<file path="src/rtl/core_pkg.sv">
// core_pkg: shared core types, fetch FSM encoding and controller constants
package core_pkg;
   localparam int WORD_W = 32;
   localparam logic [5:0] OP_RTYPE = 6'b000000;
   typedef enum logic [1:0] {IDLE = 2'd0, FETCH = 2'd1, EXEC = 2'd2} fetch_state_t;
   localparam logic [2:0] ALU_AND = 3'b000;
   localparam logic [2:0] ALU_OR  = 3'b001;
   localparam logic [2:0] ALU_ADD = 3'b010;
   localparam logic [2:0] ALU_SUB = 3'b110;
   localparam logic [2:0] ALU_SLT = 3'b111;
endpackage

</file>
<file path="src/rtl/fetch_unit_if.sv">
// fetch_unit_if: req/ack read port between the fetch unit and instruction memory
interface fetch_unit_if;
   import core_pkg::*;
   logic              imem_req;
   logic [WORD_W-1:0] imem_addr;
   logic              imem_ack;
   logic [WORD_W-1:0] imem_rdata;
   modport master (output imem_req, imem_addr, input imem_ack, imem_rdata);
   modport slave  (input imem_req, imem_addr, output imem_ack, imem_rdata);
endinterface

</file>
<file path="src/rtl/next_pc_calc.sv">
// next_pc_calc: redirect target selection (jr, j/jal, branch, sequential); Jump is active-low
module next_pc_calc
   import core_pkg::*;
(
   input  logic [WORD_W-1:0] pc_plus4,
   input  logic [WORD_W-1:0] instr,
   input  logic [WORD_W-1:0] rs_data,
   input  logic              Jump,
   input  logic              Branch,
   output logic [WORD_W-1:0] next_pc
);
   logic [WORD_W-1:0] br_off;
   assign br_off = {{14{instr[15]}}, instr[15:0], 2'b00};
   assign next_pc = !Jump ? (instr[31:26] == OP_RTYPE ? rs_data & ~32'h3
                                                      : {pc_plus4[31:28], instr[25:0], 2'b00})
                  : Branch ? pc_plus4 + br_off
                  : pc_plus4;
endmodule

</file>
<file path="src/rtl/fetch_unit.sv">
// fetch_unit: owns PC and IR, fetches over a req/ack port, commits one instruction per EXEC.
// Define BRANCH_DELAY_SLOT_EN to defer taken redirects by one instruction (delay slot).
module fetch_unit
   import core_pkg::*;
#(
   parameter logic [WORD_W-1:0] RESET_PC = 32'h0000_0000,
   parameter int                CNT_W    = 32
) (
   input  logic              clk,
   input  logic              rst_n,
   fetch_unit_if.master      imem,
   input  logic              stall,
   input  logic              Jump,
   input  logic              Branch,
   input  logic [WORD_W-1:0] rs_data,
   output logic [WORD_W-1:0] instr,
   output logic [5:0]        op,
   output logic [5:0]        func,
   output logic [WORD_W-1:0] pc,
   output logic [WORD_W-1:0] pc_plus4,
   output logic              instr_valid,
   output logic [CNT_W-1:0]  instr_count
);
   fetch_state_t state, state_n;
   logic [WORD_W-1:0] target, commit_pc;
   logic commit;
   assign op = instr[31:26];
   assign func = instr[5:0];
   assign pc_plus4 = pc + 32'd4;
   assign imem.imem_addr = pc;
   next_pc_calc u_npc (
      .pc_plus4 (pc_plus4),
      .instr    (instr),
      .rs_data  (rs_data),
      .Jump     (Jump),
      .Branch   (Branch),
      .next_pc  (target)
   );
   always_comb begin
      state_n = state;
      imem.imem_req = 1'b0;
      instr_valid = 1'b0;
      commit = 1'b0;
      state_n = state == IDLE  ? FETCH
              : state == FETCH ? (imem.imem_ack ? EXEC : FETCH)
              : state == EXEC  ? (stall ? EXEC : FETCH)
              : IDLE;
      imem.imem_req = state == FETCH;
      instr_valid = state == EXEC;
      commit = instr_valid && !stall;
   end
`ifdef BRANCH_DELAY_SLOT_EN
   logic pend;
   logic [WORD_W-1:0] pend_pc;
   // the delay-slot instruction always steps to the stored target, ignoring its own redirect
   assign commit_pc = pend ? pend_pc : pc_plus4;
   always_ff @(posedge clk)
      if (!rst_n) begin
         pend <= 1'b0;
         pend_pc <= '0;
      end else if (commit) begin
         pend <= !pend && (!Jump || Branch);
         pend_pc <= target;
      end
`else
   assign commit_pc = target;
`endif
   always_ff @(posedge clk)
      if (!rst_n) begin
         state <= IDLE;
         pc <= RESET_PC;
         instr <= '0;
         instr_count <= '0;
      end else begin
         state <= state_n;
         if (state == FETCH && imem.imem_ack) instr <= imem.imem_rdata;
         if (commit) begin
            pc <= commit_pc;
            instr_count <= instr_count + CNT_W'(1);
         end
      end
endmodule

</file>
<file path="src/flat_wrapper.sv">
// flat-port wrapper written by rule: the top's interface ports become plain ports
module fetch_unit_flat import core_pkg::*;
#(
   parameter logic [WORD_W-1:0] RESET_PC = 32'h0000_0000,
   parameter int                CNT_W    = 32
)
  (clk, rst_n, stall, Jump, Branch, rs_data, instr, op, func, pc, pc_plus4, instr_valid, instr_count, imem_imem_req, imem_imem_addr, imem_imem_ack, imem_imem_rdata);
  fetch_unit_if imem_i ();
  input  logic clk;
  input  logic rst_n;
  input  logic stall;
  input  logic Jump;
  input  logic Branch;
  input  logic [WORD_W-1:0] rs_data;
  output logic [WORD_W-1:0] instr;
  output logic [5:0] op;
  output logic [5:0] func;
  output logic [WORD_W-1:0] pc;
  output logic [WORD_W-1:0] pc_plus4;
  output logic instr_valid;
  output logic [CNT_W-1:0] instr_count;
  output wire logic [$bits(imem_i.imem_req)-1:0] imem_imem_req;
  output wire logic [$bits(imem_i.imem_addr)-1:0] imem_imem_addr;
  input wire logic [$bits(imem_i.imem_ack)-1:0] imem_imem_ack;
  input wire logic [$bits(imem_i.imem_rdata)-1:0] imem_imem_rdata;
  assign imem_imem_req = imem_i.imem_req;
  assign imem_imem_addr = imem_i.imem_addr;
  assign imem_i.imem_ack = imem_imem_ack;
  assign imem_i.imem_rdata = imem_imem_rdata;
  fetch_unit #(.RESET_PC(RESET_PC), .CNT_W(CNT_W)) u_core (.clk(clk), .rst_n(rst_n), .imem(imem_i), .stall(stall), .Jump(Jump), .Branch(Branch), .rs_data(rs_data), .instr(instr), .op(op), .func(func), .pc(pc), .pc_plus4(pc_plus4), .instr_valid(instr_valid), .instr_count(instr_count));
endmodule
</file>
<file path="config.mk">
export PLATFORM = sky130hd
export DESIGN_NAME = fetch_unit_flat
export DESIGN_NICKNAME = d
export VERILOG_FILES = /design/src/rtl/core_pkg.sv /design/src/rtl/fetch_unit_if.sv /design/src/rtl/next_pc_calc.sv /design/src/rtl/fetch_unit.sv /design/src/flat_wrapper.sv
export SDC_FILE = /design/constraint.sdc
export NUM_CORES = 1
export LEC_CHECK = 0
export ABC_CLOCK_PERIOD_IN_PS = 3580
export CAP_MARGIN = 25
export CORE_ASPECT_RATIO = 1.1
export CORE_UTILIZATION = 47
export CTS_CLUSTER_SIZE = 40
export DETAILED_ROUTE_END_ITERATION = 10
export HOLD_SLACK_MARGIN = 0.02
export PLACE_DENSITY = 0.93
export SETUP_SLACK_MARGIN = 0.2
export SYNTH_ARGS = -nofsm -noshare
export SYNTH_HDL_FRONTEND = slang
export SYNTH_SLANG_ARGS = --single-unit
</file>
<file path="constraint.sdc">
create_clock -name clk -period 3.58 [get_ports clk]
set_clock_uncertainty 0.05 [all_clocks]
set_input_delay 0.716 -clock clk [delete_from_list [all_inputs] [get_ports clk]]
set_output_delay 0.716 -clock clk [all_outputs]
set_load 0.01 [all_outputs]
</file>
==> Yosys cells after proc, flatten, opt, wreduce, memory -nomap -nowiden <==
Cells that the tools add are included.
{ "totals": {"regBits": 98, "latchBits": 0, "ram_bits": 0, "romBits": 0, "input_bits": 70, "mem_count": 0} }
{ "classes": {"addsub": 3, "mul": 0, "n_div": 0, "magnitude_cmp": 0, "eq_ne": 2, "shift": 0, "muxes": 8, "bitwise_logic": 1, "n_reduce_logical": 6} }
{ "op_table": {"columns": ["operator", "n"], "rows": [
  ["2-to-1 mux 32 bit", 3],
  ["adder 32 x 1 -> 32 bit (second input constant)", 1],
  ["adder 32 x 3 -> 32 bit (second input constant)", 1],
  ["adder 32 bit", 1],
  ["2-to-1 mux 2 bit", 4],
  ["zero test 6 bit", 1],
  ["equality test 2 x 1 -> 1 bit (second input constant)", 1],
  ["equality test 2 bit (second input constant)", 1],
  ["logical AND 1 bit", 2],
  ["zero test 2 bit", 1],
  ["OR reduction 2 bit", 1],
  ["zero test 1 bit", 1],
  ["2-to-1 mux 1 bit", 1],
  ["inverter 1 bit", 1]
]} }

==> Longest topological paths before layout <==
Gate-level depths: netlist of the first run.
{ "logic_depth": {"ltp_word": 4, "ltp_mapped": 16, "mapped_depth_nobuf": 15} }

==> Cells and area by module <==
From an unflattened synthesis of the first run, not the netlist that was laid out.
{ "unflattened": {"cells_unflattened": 947, "area_unflattened_um2": 7163.1} }
{ "modules_own_cells": {"columns": ["module", "instances", "cells_each", "area_per_inst_um2"], "rows": [
  ["fetch_unit", 1, 608, 4739.5],
  ["next_pc_calc", 1, 339, 2423.6]
]} }

==> Worst setup path before layout of the first run <==
No wires, ideal clock.
{ "synth_timing": {"path_kind": "register to register", "from": "reg u_core.pc[2] (netlist: u_core.imem.imem_addr[2])", "to": "reg u_core.pc[29] (netlist: u_core.imem.imem_addr[29])", "setup_time_ns": 0.118, "arrival_time_ns": 3.427, "slack_ns": -0.015, "path_stages_with_launch": 16, "synth_period_minus_slack_ns": 3.595, "cell_sequence": "dfxtp_1 ha_1 nand4_4 nor3_4 nand2_1 xnor2_1 ha_1 clkbuf_1 a21o_1 a21o_1 a21oi_1 o21ai_0 a2111oi_2 nor2_1 o2111ai_1 nand2_1"} }
{ "synth_via": {"elab_chain_cells": 4, "elab_cells_between_ends": 5} }
{ "synth_rtl": {"columns": ["item", "line_no", "source"], "rows": [
  ["start: declaration", "fetch_unit.sv:19", "output logic [WORD_W-1:0] pc,"],
  ["start signal: assignment", "fetch_unit.sv:78", "pc <= commit_pc;"],
  ["adder 32 x 3 -> 32 bit", "fetch_unit.sv:29", "assign pc_plus4 = pc + 32'd4;"],
  ["net pc_plus4[22]", "flat_wrapper.sv:19", "output logic [WORD_W-1:0] pc_plus4;"],
  ["adder 32 bit", "next_pc_calc.sv:16", ": Branch ? pc_plus4 + br_off"],
  ["2-to-1 mux 32 bit", "next_pc_calc.sv:16", null],
  ["2-to-1 mux 32 bit", "next_pc_calc.sv:14", "assign next_pc = !Jump ? (instr[31:26] == OP_RTYPE ? rs_data & ~32'h3"]
]} }
The timed path passes the listed nets, and every way through them passes these cells.
A chain may end at the register's enable or synchronous reset.

==> Final worst setup path of the first run <==
{ "layout_timing": {"from": "reg u_core.pc[7] (netlist: u_core.imem.imem_addr[7])", "to": "reg u_core.pc[19] (netlist: u_core.imem.imem_addr[19])"} }
{ "layout_via": {"elab_chain_cells": 4} }
{ "layout_rtl": {"columns": ["item", "line_no"], "rows": [
  ["adder 32 x 3 -> 32 bit (*)", "fetch_unit.sv:29"],
  ["adder 32 bit", "next_pc_calc.sv:16"],
  ["2-to-1 mux 32 bit (*)", "next_pc_calc.sv:16"],
  ["2-to-1 mux 32 bit (*)", "next_pc_calc.sv:14"]
]} }
Mark *: on every way between the ends. The rest lies on a longest branch, timed or not.

==> results of run 1 <==
## worst max-delay path, cell delays in order, from the launching register on
cell,delay (ns)
dfxtp_2,0.34
and4_4,0.27
nand4_4,0.18
buf_6,0.19
xnor2_2,0.20
ha_2,0.37
a211oi_2,0.35
nor2_1,0.17
nor3_1,0.28
a21oi_1,0.17
a221oi_1,0.36
xnor2_1,0.16
nor2_1,0.07
o21ai_0,0.21
## synthesized netlist by cell type (all sizes together) (3+ instances only)
master,count,area [µm²]
clkbuf,35,131
a211oi,7,70.1
or3,5,31.3
and4,11,104
o221ai,8,76.3
o21bai,3,22.5
dfxtp,96,1920
buf,54,387
nor3,15,86.3
o21a,3,22.5
a221oi,6,76.3
a31oi,9,62.6
nor2,50,188
xor2,23,201
mux2i,12,120
and3,15,98.8
and2,30,193
a21boi,46,345
nor2b,10,62.6
a21o,18,135
o211ai,10,80.1
ha,37,463
nand3,33,200
o21ai,43,223
inv,15,56.3
o31ai,4,30.0
nand2,176,661
a21oi,39,199
nand2b,3,18.8
nand4,22,159
a22o,3,26.3
xnor2,56,490
nor4,6,58.8
## how the worst max path moves through the flow
stage,end,slack [ns]
after CTS,u_core.imem.imem_addr[30]$_SDFFE_PN0P_,0.19
final,u_core.imem.imem_addr[19]$_SDFFE_PN0P_,0.14
after global placement,u_core.imem.imem_addr[26]$_SDFFE_PN0P_,0.20
after floorplan,u_core.imem.imem_addr[29]$_SDFFE_PN0P_,0.23
after global routing,u_core.imem.imem_addr[29]$_SDFFE_PN0P_,0.06
after detailed placement,u_core.imem.imem_addr[26]$_SDFFE_PN0P_,0.04
## stage by stage
step,std cells,area (µm²),worst slack (ns)
floorplan,930,7260,0.226
global placement,1358,9990,0.196
detailed placement,1358,9990,0.0436
CTS,1381,10500,0.189
global route,1398,10900,0.0642
finish,1398,10900,0.139
## power groups by stage
stage	combinational (µW)	clock [µW]	sequential, µW
detailed placement	542	0	1150
finish	575	1020	1120
global route	613	1070	1130
CTS	548	1020	1120
global placement	529	0	1150
floorplan	275	0	1160
## area by class of cell
class,instances,area share [%]
Clock buffer,9,2.07
Clock inverter,7,0.749
Inverter,15,0.518
Multi-Input combinational cell,730,47.0
Sequential cell,96,17.8
Tap cell,196,2.26
Timing Repair Buffer,345,29.6
## state kept, by name, summed over array words and instances (netlist names)
| register | cells |
|---|---|
| u_core.instr | 32 |
| u_core.state | 2 |
| u_core.instr_count | 32 |
| u_core.imem.imem_addr | 30 |
## timing repair
| action | CTS | global route |
|---|---|---|
| setup buffers | 7 | 17 |
| setup endpoints to repair | 11 | 24 |
| gates resized for setup | 20 | 64 |
| pin swaps | 19 | 42 |
## logic make-up after synthesis
group | count (synthesis)
compound gates | 212
xor+xnor | 79
buf+inv | 104
other cells | 1
fa+ha+maj | 38
mux | 13
flops | 96
simple gates | 382
## per-layer routing
layer,vias up,global-route usage [%]
met3,146,6.92
met4,0,16.8
met2,535,55.4
met1,3907,39.1
met5,-,0
li1,3735,-
==> results.json, run 1 <==
{
  "portBuffers": 235,
  "synth-seq-cells": 96,
  "syn_inst": 925,
  "seq_area_mm2": 0.00194,
  "worstPathArrival_ns": 3.67,
  "vias": 8323,
  "area_growth_syn_to_layout_pct": 50.6,
  "drv_cap": 0,
  "antenna_found_initial": 0,
  "gp_congestion": 0.970,
  "tns_ns": 0,
  "clk_latency_ns": 0.37,
  "slew_viol_final": 0,
  "nFillCells": 1049,
  "slew_headroom_pct": 26.7,
  "grtUsageTotal_pct": 32.9,
  "initial_utilization_pct": 48.1,
  "num_antenna_cells": 0,
  "critical_path_class": "reg2reg",
  "first_pass_iters": 6,
  "ioPinCount": 244,
  "avgSynthCellArea_um2": 7.80,
  "drtAntennaViolNets": 0,
  "synth_top_family_by_area": "simple AND/OR/NAND/NOR gates",
  "holdCritPathClass": "reg2reg",
  "die_w_um": 120,
  "cts_tree": "yes",
  "final_cell_mix": "229 x clkdlybuf4s50_1, 175 x nand2_1, 102 x buf_4, 84 x dfxtp_1",
  "synth_simple_gate_area_share_pct": 26.6,
  "wl_per_cell_um": 19.8,
  "htreeDepth": 3,
  "root_buffer": "clkbuf_16",
  "tightest_slew_ns": 1.10,
  "pwr-share-seq_pct": 41.4,
  "endpoint_kind": "register",
  "yosysSeqAreaShare_pct": 26.6,
  "clkPwrFrac_pct": 37.4,
  "cp.required_ns": 3.81,
  "wl_met3_mm": 2.72,
  "grt_pass1_vias": 7821,
  "p_int_uw": 1860,
  "power_per_cell_area_mw_per_mm2": 250,
  "muxShareOfSynthArea_pct": 1.82,
  "core_area_mm2": 0.0150,
  "ctsHoldBuffers": 0,
  "remaining_drc_errors": 0,
  "yosysWarnings": 0,
  "hold_viol": 0,
  "p_comb_share_pct": 21.2,
  "dieArea_mm2": 0.0159,
  "drt_wl_total_mm": 27.6,
  "r2r-start": "u_core.imem.imem_addr[7]$_SDFFE_PN0P_",
  "holdPathStages": 2,
  "dr.first_iter.drc_count": 944,
  "fin_nets": 1305,
  "dpl.hpwl_mm": 19.4,
  "layout_commonest_cell": "clkdlybuf4s50_1",
  "fp.dieH_um": 132,
  "cts.sinks": 96,
  "hold_ws_ns": 0.440,
  "routed.top_layer": "met4",
  "status": "completed",
  "grt_overflow_total": 0,
  "ff2ff_path_depth": 13,
  "numCtsBuffers": 9,
  "fin_util_pct": 72.4,
  "drive_gt1_share_pct": 18.3,
  "hold_end": "u_core.instr[18]$_SDFFE_PN0P_",
  "min_period_over_period_pct": 96.1,
  "crit_path_start": "u_core.imem.imem_addr[7]$_SDFFE_PN0P_",
  "min_from": "u_core.instr[18]$_SDFFE_PN0P_",
  "synth_compound_gate_area_share_pct": 20.6,
  "synth_enable_flop_cells": 0,
  "clock_path_buffers": 2,
  "synth_fa_ha_area_share_pct": 6.69,
  "grt_first_pass_wirelength_mm": 41.1,
  "p_sw_share_pct": 31.6,
  "ys_types": 75,
  "fmax_ghz": 0.291,
  "p_sw_uw": 857,
  "async_flop_share_pct": 0,
  "cp-start-kind": "register",
  "synth-main-ff-cell": "dfxtp_1",
  "grt_max_degree": 76,
  "rsz0062_at_grt": "true",
  "core.rowCount": 47,
  "synth-xor-area-share_pct": 9.59,
  "ir_drop_uv": 239,
  "path_clk_slew_ns": 0.08,
  "multiInputGateArea_mm2": 0.00510,
  "reg2reg_to": "u_core.imem.imem_addr[19]$_SDFFE_PN0P_",
  "power.total_uw": 2710,
  "setup_viol": 0,
  "route.detailed.vias_per_inst": 5.95,
  "cp_max_fo": 6,
  "rrSetupSlack_ns": 0.14,
  "min_period_ns": 3.44,
  "met2_length_mm": 13.3,
  "wl_met1_mm": 10.3,
  "syn_area_mm2": 0.00721,
  "power.static_leakage_uw": 0.00449
}
Power figures use the tool's default switching activity.
==> run 2: changes to the inputs <==
ABC_CLOCK_PERIOD_IN_PS = default   (was 3580)
==> results of run 2 <==
Final layout, timing and power as in run 1 (identical DEF).
